--- src/rtl/nck_stack_engine_pkg.sv ---
// Shared definitions for the binomial-coefficient stack engine:
// FSM state encoding and err bit positions.
package nck_stack_engine_pkg;

    typedef enum logic [2:0] {
        S_IDLE  = 3'd0,
        S_RUN   = 3'd1,
        S_EVAL  = 3'd2,
        S_PUSH2 = 3'd3,
        S_DONE  = 3'd4
    } state_t;

    localparam int ERR_STK = 0;
    localparam int ERR_ACC = 1;

endpackage

--- src/rtl/nck_stack_engine_lifo.sv ---
// LIFO stack with a combinational top-of-stack view; pushes while full and
// pops while empty are ignored.
module lifo_stack #(
    parameter int W     = 10,
    parameter int DEPTH = 32
) (
    input  logic                       clk,
    input  logic                       rst,
    input  logic                       clr,
    input  logic                       push,
    input  logic                       pop,
    input  logic [W-1:0]               din,
    output logic [W-1:0]               top,
    output logic                       full,
    output logic                       empty,
    output logic [$clog2(DEPTH):0]     count
);

    localparam int AW = $clog2(DEPTH);

    logic [W-1:0]  mem [DEPTH];
    logic [AW:0]   count_reg;
    logic          do_push;
    logic          do_pop;
    logic [AW-1:0] top_idx;

    assign full    = (count_reg == (AW+1)'(DEPTH));
    assign empty   = (count_reg == '0);
    assign count   = count_reg;
    assign do_push = push && !full && !clr;
    assign do_pop  = pop && !empty && !clr;
    // Wraps to the last slot when empty; top is don't-care then.
    assign top_idx = AW'(count_reg - 1'b1);
    assign top     = mem[top_idx];

    always_ff @(posedge clk) begin
        if (do_push) begin
            mem[count_reg[AW-1:0]] <= din;
        end
    end

    always_ff @(posedge clk) begin
        if (rst || clr) begin
            count_reg <= '0;
        end else if (do_push) begin
            count_reg <= count_reg + 1'b1;
        end else if (do_pop) begin
            count_reg <= count_reg - 1'b1;
        end
    end

endmodule

--- src/rtl/nck_stack_engine.sv ---
// Computes C(n,k) by depth-first expansion of Pascal's rule on an explicit
// stack, summing base cases into a saturating accumulator.
module nck_stack_engine
    import nck_stack_engine_pkg::*;
#(
    parameter int N_W   = 5,
    parameter int ACC_W = 32,
    parameter int DEPTH = 32
) (
    input  logic             clk,
    input  logic             rst,
    input  logic             start,
    input  logic [N_W-1:0]   n_in,
    input  logic [N_W-1:0]   k_in,
    output logic             busy,
    output logic             done,
    output logic [ACC_W-1:0] result,
    output logic [1:0]       err
);

    localparam int W     = 2 * N_W;
    localparam int CW    = $clog2(DEPTH) + 1;
    localparam int SUM_W = ((ACC_W > N_W) ? ACC_W : N_W) + 1;

    state_t             state_reg, state_next;
    logic [ACC_W-1:0]   acc_reg, acc_next;
    logic [ACC_W-1:0]   result_reg, result_next;
    logic [1:0]         err_reg, err_next;
    logic [N_W-1:0]     cn_reg, cn_next;
    logic [N_W-1:0]     ck_reg, ck_next;

    logic               stk_push, stk_pop, stk_clr;
    logic [W-1:0]       stk_din, stk_top;
    logic               stk_full, stk_empty;
    logic [CW-1:0]      stk_count;

    logic               base_case;
    logic [SUM_W-1:0]   add_val, sum;
    logic               acc_sat;

    lifo_stack #(
        .W     (W),
        .DEPTH (DEPTH)
    ) u_stack (
        .clk   (clk),
        .rst   (rst),
        .clr   (stk_clr),
        .push  (stk_push),
        .pop   (stk_pop),
        .din   (stk_din),
        .top   (stk_top),
        .full  (stk_full),
        .empty (stk_empty),
        .count (stk_count)
    );

    // Sum is wide enough that neither operand loses bits; any bit above
    // ACC_W means the accumulator overflowed.
    assign base_case = (ck_reg == '0) || (ck_reg == cn_reg);
    assign add_val   = base_case ? SUM_W'(1) : SUM_W'(cn_reg);
    assign sum       = SUM_W'(acc_reg) + add_val;
    assign acc_sat   = err_reg[ERR_ACC] || (|sum[SUM_W-1:ACC_W]);

    always_ff @(posedge clk) begin
        if (rst) begin
            state_reg  <= S_IDLE;
            acc_reg    <= '0;
            result_reg <= '0;
            err_reg    <= '0;
            cn_reg     <= '0;
            ck_reg     <= '0;
        end else begin
            state_reg  <= state_next;
            acc_reg    <= acc_next;
            result_reg <= result_next;
            err_reg    <= err_next;
            cn_reg     <= cn_next;
            ck_reg     <= ck_next;
        end
    end

    always_comb begin
        state_next  = state_reg;
        acc_next    = acc_reg;
        result_next = result_reg;
        err_next    = err_reg;
        cn_next     = cn_reg;
        ck_next     = ck_reg;
        stk_push    = 1'b0;
        stk_pop     = 1'b0;
        stk_clr     = 1'b0;
        stk_din     = '0;

        case (state_reg)
            S_IDLE: begin
                if (start) begin
                    err_next = '0;
                    if (k_in <= n_in) begin
                        acc_next   = '0;
                        stk_push   = 1'b1;
                        stk_din    = {n_in, k_in};
                        state_next = S_RUN;
                    end else begin
                        result_next = '0;
                        state_next  = S_DONE;
                    end
                end
            end
            S_RUN: begin
                if (stk_empty) begin
                    result_next = acc_reg;
                    state_next  = S_DONE;
                end else begin
                    stk_pop    = 1'b1;
                    cn_next    = stk_top[W-1:N_W];
                    ck_next    = stk_top[N_W-1:0];
                    state_next = S_EVAL;
                end
            end
            S_EVAL: begin
                if (base_case || (ck_reg == N_W'(1))) begin
                    if (acc_sat) begin
                        acc_next          = '1;
                        err_next[ERR_ACC] = 1'b1;
                    end else begin
                        acc_next = sum[ACC_W-1:0];
                    end
                    state_next = S_RUN;
                end else if (stk_full) begin
                    err_next[ERR_STK] = 1'b1;
                    result_next       = acc_reg;
                    state_next        = S_DONE;
                end else begin
                    stk_push   = 1'b1;
                    stk_din    = {cn_reg - N_W'(1), ck_reg - N_W'(1)};
                    state_next = S_PUSH2;
                end
            end
            S_PUSH2: begin
                if (stk_full) begin
                    err_next[ERR_STK] = 1'b1;
                    result_next       = acc_reg;
                    state_next        = S_DONE;
                end else begin
                    stk_push   = 1'b1;
                    stk_din    = {cn_reg - N_W'(1), ck_reg};
                    state_next = S_RUN;
                end
            end
            S_DONE: begin
                // An aborted expansion can leave entries behind.
                stk_clr    = (stk_count != '0);
                state_next = S_IDLE;
            end
            default: begin
                state_next = S_IDLE;
            end
        endcase
    end

    assign busy   = (state_reg != S_IDLE);
    assign done   = (state_reg == S_DONE);
    assign result = result_reg;
    assign err    = err_reg;

endmodule
--- config.mk ---
export PLATFORM = sky130hd
export DESIGN_NAME = nck_stack_engine
export DESIGN_NICKNAME = d
export VERILOG_FILES = /design/src/rtl/nck_stack_engine_pkg.sv /design/src/rtl/nck_stack_engine_lifo.sv /design/src/rtl/nck_stack_engine.sv
export SDC_FILE = /design/constraint.sdc
export NUM_CORES = 1
export LEC_CHECK = 0
export ABC_AREA = 1
export CELL_PAD_IN_SITES_DETAIL_PLACEMENT = 2
export CELL_PAD_IN_SITES_GLOBAL_PLACEMENT = 2
export CORE_MARGIN = 2
export CORE_UTILIZATION = 38
export CTS_CLUSTER_DIAMETER = 100
export DETAILED_ROUTE_END_ITERATION = 16
export DONT_BUFFER_PORTS = 1
export PLACE_DENSITY = 0.77
export SLEW_MARGIN = 20
export SYNTH_ARGS = -nofsm -noshare
export SYNTH_HDL_FRONTEND = slang
export SYNTH_SLANG_ARGS = --single-unit
--- constraint.sdc ---
create_clock -name clk -period 3.62 [get_ports clk]
set_clock_uncertainty 0.15 [all_clocks]
set_input_delay 0.362 -clock clk [delete_from_list [all_inputs] [get_ports clk]]
set_output_delay 0.362 -clock clk [all_outputs]
set_load 0.005 [all_outputs]
# == Yosys cells after proc, flatten, opt, wreduce, memory -nomap -nowiden ==
# Memories as Yosys holds them, arrays and structs flattened. A register that Yosys moved wholly into a read port is not among the register bits.
# Index checks and enable logic that the tools add are counted.
# op_classes
muxes,44
addsub,5
eq_ne,14
n_reduce_logical,25
n_lt_le_gt_ge,1
bitwise_logic,1
# ops
op,count
two-way mux 32 bit,9
case mux 32 bit (4 select lines),1
case mux 32 bit (2 select lines),1
two-way mux 10 bit,5
adder 32 x 5 -> 33 bit,1
case mux 10 bit (3 select lines),1
two-way mux 3 bit,6
two-way mux 1 bit,13
two-way mux 6 bit,2
"!= test 2 bit, second input constant",6
case mux 3 bit (4 select lines),1
"subtractor 5 x 1 -> 5 bit, second input constant",2
AND reduction 4 bit,2
"adder 6 x 1 -> 6 bit, second input constant",1
"equality test 3 x 2 -> 1 bit, second input constant",2
"equality test 6 bit, second input constant",1
zero test 6 bit,1
case mux 1 bit (3 select lines),2
nonzero test 3 bit,2
nonzero test 6 bit,1
"subtractor 6 x 1 -> 6 bit, second input constant",1
"equality test 5 x 1 -> 1 bit, second input constant",1
equality test 5 bit,1
<= comparator 5 bit,1
other kinds (17),26
# totals
mem_count,1
reg_bits,75
ramBits,320
# mem_list
name,depth,word_bits,read_ports,rd_ports_with_merged_regs,wr,line_no,source
u_stack.mem,32,10,1,1,1,nck_stack_engine_lifo.sv:21,logic [W-1:0] mem [DEPTH];

# == Logic depth before layout (Yosys ltp) ==
# logic_depth
ltp_word,9
depth_mapped,20

# == Modules after synthesis ==
# From an unflattened synthesis, not the netlist that was laid out.
# unflattened
hier_cells,2327
hier_area_um2,19707.7
# modules_own_cells
module,cells_per_inst,seq_area_each_um2,n_inst,area_per_inst_um2
lifo_stack,1465,9729.3,1,14478.9
nck_stack_engine,862,1581.5,1,5228.8

# == Worst setup path after synthesis ==
# Ideal clock, no wire load.
# synth_path
path_type,register to register
from,"register u_stack.count_reg[0], in the netlist u_stack.count[0]"
to,"memory u_stack.mem[0][5], data pin"
path_stages_with_launch,11
path_slack_ns,-0.062
period_less_slack_ns,3.682
path_buffers,3
arrival_time_ns,3.078
t_required_ns,3.016
cell_sequence,dfxtp_1 -> buf_2 -> inv_2 -> buf_4 -> buf_2 -> ha_1 -> nand3_4 -> nor2_8 -> nor2_1 -> nor2_1 -> o21ai_0
# synth_via
elab_chain_cells,4
elab_cells_between_ends,5
classes_between,eq/ne (1); mux (4)
# synth_lines
item,line_no,source
from (decl),nck_stack_engine_lifo.sv:22,logic [AW:0] count_reg;
from (signal assigned),nck_stack_engine_lifo.sv:46,count_reg <= count_reg + 1'b1;
from (signal assigned),nck_stack_engine_lifo.sv:48,count_reg <= count_reg - 1'b1;
equality test 6 bit *,nck_stack_engine_lifo.sv:27,assign full = (count_reg == (AW+1)'(DEPTH));
two-way mux 10 bit,nck_stack_engine.sv:129,end else if (stk_full) begin
two-way mux 10 bit,nck_stack_engine.sv:121,if (base_case || (ck_reg == N_W'(1))) begin
case mux 10 bit (3 select lines) *,nck_stack_engine.sv:94,case (state_reg)
via stk_din[5],nck_stack_engine.sv:33,"logic [W-1:0] stk_din, stk_top;"
to (decl),nck_stack_engine_lifo.sv:21,
# The timed path passes the listed nets; every way through them passes the cells marked *.

# == Worst setup path after layout ==
# layout_path
from,"register u_stack.count_reg[0], in the netlist u_stack.count[0]"
to,register cn_reg[4]
# layout_via
elab_chain_cells,3
elab_cells_between_ends,4
classes_between,add/sub (1); bitwise (1); reduce/logical (2)
# layout_lines
item,line_no,source
branches (longest 3 deep; another with subtractor 6 x 1 -> 6 bit),--,
to (signal assigned),nck_stack_engine.sv:77,cn_reg <= cn_next;
to (decl),nck_stack_engine.sv:29,"logic [N_W-1:0] cn_reg, cn_next;"
# Parallel ways; which one is timed is not known.
# A chain may end at the register's enable or synchronous reset.

==> summary.txt <==
Run status
  • Outcome: finished, final reports clean

Worst setup path
  • Worst path arrival time: 3.73 ns
  • Critical Path RT: 4.01 ns
  • Largest delay share family, worst path: buffers and inverters
  • R2r startpoint: u_stack.count[0]
  • R2r worst-path depth: 11
  • CP max stage cell: inv_1
  • Worst-path maximum fanout: 153
  • Setup CP Type: flip-flop to flip-flop
  • Critical path buffer and inverter count: 4
  • CP endpoint kind: flip-flop
  • CP Cell Sequence: inv_4, buf_12, nand3_1, xor2_1, inv_1, o211ai_1, o21ai_1, nand2_1, nand3_1, nand2_1, inv_1
  • Slowest stage delay, CP: 0.62 ns
  • End of the critical path: cn_reg[4]
  • RR Endpoint: cn_reg[4]
  • Startpoint Class: flip-flop
  • R2R setup slack: 0.28 ns
  • Number of cells on the critical path: 11
  • Crit. Startpoint: u_stack.count[0]

Cells and area
  • Util after Layout: 0.4350
  • N_diodes: 0
  • Share of cells above drive strength 1: 0.08895
  • Fin nets: 1,761
  • Max FFs per register: 320
  • Fin cells: 2,372
  • Layout area overhead: 13.19%

Synth
  • Synth Area per Inst: 10.25 µm²
  • Ys Warns: 0
  • Most frequent cells after synthesis: nor2_1 (329), edfxtp_1 (320), o21ai_0 (248), nand2_1 (220), dfxtp_1 (85)
  • Main synth FF type: edfxtp_1
  • Syn Inst Count: 1,742
  • Sequential area share after synthesis: 0.6335
  • Register bit total from synthesis: 405
  • Distinct cells, synth: 43
  • Leading area contributor after synthesis: edfxtp_1
  • Net Count, Synth: 1,774
  • Post-synth top area share: 0.5382
  • EDFF count, synth: 320
  • Largest cells by area after synthesis: edfxtp_1 (54%), dfxtp_1 (9.5%), o21ai_0 (7.0%), nor2_1 (6.9%), nand2_1 (4.6%)
  • Top-count cell post-synth: nor2_1
  • Synthesized area: 17,860 µm²
  • Async S/R FF share, synth: 0

Routing
  • Routed wire length: 58,530 µm
  • Initial drt markers: 941
  • Via Count: 13,192
  • Drt drc: 0
  • DR vias/cell: 5.562
  • Wire length per cell: 24.67 µm
  • DRT antenna net count: 0
  • Drt pass-1 iters: 5

Placed design
  • DPL Wire Length: 37,240 µm
  • Pre-CTS WS: 0.1062 ns
  • I/O Buffers: 0
  • Placed cells: 2,280
  • GP Congestion: 0.8257

Clock tree
  • CTS sink count: 405
  • CTS root buffer: clkbuf_16
  • Worst-path clk slew: 0.06 ns
  • CTS tree: done
  • Total CTS buffers: 46
  • # H-tree levels: 2
  • Clock Latency Late Sink: 0.59 ns
  • CTS max path bufs: 3
  • Setup Fix Bufs, Post-CTS: 0

Floorplanning
  • IO Pins: 49
  • Cell Rows: 79
  • Die Height: 220.8 µm
  • Initial Util: 0.3844
  • Die area: 48,740 µm²
  • DIE WIDTH: 220.8 µm
  • Core ar.: 46,460 µm²

Timing
  • Post-route minimum period: 3.342 ns
  • Setup_tns: 0 ns
  • Unrepaired setup endpoints after global routing: no
  • Worst slew pin tran: 1.124 ns
  • Tcrit/Tclk final: 0.9233
  • Max transition margin: 0.2480
  • Final setup viols: 0
  • Slack of the critical path: 0.2776 ns
  • Fmax: 299.2 MHz
  • Final hold violations: 0
  • Slew Viols, Final: 0

Global route
  • Gr ovfl total: 0
  • Pin count of the biggest net entering global routing: 154
  • Initial antenna violation count: 3
  • First-pass GRT wire length: 89,310 µm
  • Gr usage total: 0.2428
  • Vias in the first global route: 14,514

Pwr
  • Peak supply drop: 343.8 µV
  • Design Power: 14.34 mW
  • PD cells: 709.3 nW/µm²
  • Pleak: 6.944 nW

Job
  • Max cap viols: 0

Hold path
  • HP Class: input port to flip-flop
[per-stage QoR]
stage | hold slack (ns) | cell area [µm²]
after floorplan | 0.3109 | 17860
after global placement | 0.2863 | 18540
final | 0.05036 | 20210
after detailed placement | 0.2891 | 18540
after CTS | 0.05297 | 20070
after global routing | 0.07791 | 20210
[cell type report]
cell class,instances,area [µm²]
clock buffers,57,1202
clock inverters,27,264.0
fillers,4843,26250
inverters,81,309.0
multi-input cells,1157,5927
flip-flops and latches,405,11320
well taps,607,759.5
repair buffers,38,430.4
[cell usage in the layout, fill, tap and decap left out, types with 3 or more instances in the layout]
cell type and instances:
nor2_2 11, clkbuf_1 10, dfxtp_2 3, edfxtp_1 320, xnor2_1 6, ha_1 17
bufinv_16 4, o21ai_1 28, clkbuf_16 46, inv_1 69, o22ai_1 10, nand3b_1 35
nand4_1 11, buf_16 5, dlygate4sd3_1 3, mux2i_1 10, o22ai_2 3, o221ai_4 4
clkinv_2 6, o211ai_1 41, nand3_1 51, o21ai_0 246, nand2_1 219, buf_12 3
dfxtp_1 81, a21oi_1 77, inv_2 10, xor2_1 23, buf_4 27, nand2_4 5
nor3_1 11, nor2_1 322, a21oi_2 6, clkinv_1 11
[logic make-up (layout without fill, tap and decap cells)]
| group | after synthesis | count (layout) | synth area share |
|---|---|---|---|
| and+or+nand+nor | 675 | 675 | 0.1611 |
| adders and majority gates | 19 | 19 | 0.01373 |
| buffers and inverters | 180 | 203 | 0.04260 |
| xor gates and xnor gates | 30 | 30 | 0.01514 |
| AOI/OAI and AO/OA | 423 | 423 | 0.1284 |
| DFF | 405 | 405 | 0.6335 |
| muxes | 10 | 10 | 0.005606 |
[tightest hold or removal path, stage by stage]
cell     delay (ns)
inv_1          0.21
nand2_1        0.15
inv_1          0.03
[layer usage]
metal	vias up	global-route usage	wire length [µm]	part of all wire
met4	2	0.05600	1205	0.021
met1	6822	0.2942	24110	0.41
li1	6050	-	-	-
met5	-	0	13	0.00022
met2	239	0.4522	30950	0.53
met3	79	0.03560	2251	0.038
[worst min path at each step]
stage	from	end	slack, ns	cells past startpoint
final	rst	cn_reg[4]	0.05	3
after global routing	rst	ck_reg[4]	0.08	3
after CTS	rst	cn_reg[4]	0.05	3
after detailed placement	rst	result[31]	0.29	1
after global placement	rst	acc_reg[21]	0.29	1
after floorplan	result[22]	result[22]	0.31	2
[repair_timing]
item	4_1_cts	5_1_grt
endpoints found under the setup margin	0	33
hold buffers	4	0
endpoints found under the hold margin	68	0
resized for setup	0	8
[power breakdown]
| group | total (mW) | switching [mW] | internal, mW |
|---|---|---|---|
| sequential | 5.26 | 0.0801 | 5.18 |
| combinational | 4.44 | 3.23 | 1.21 |
| clock | 4.63 | 1.97 | 2.66 |
Power figures use the tool's default switching activity.
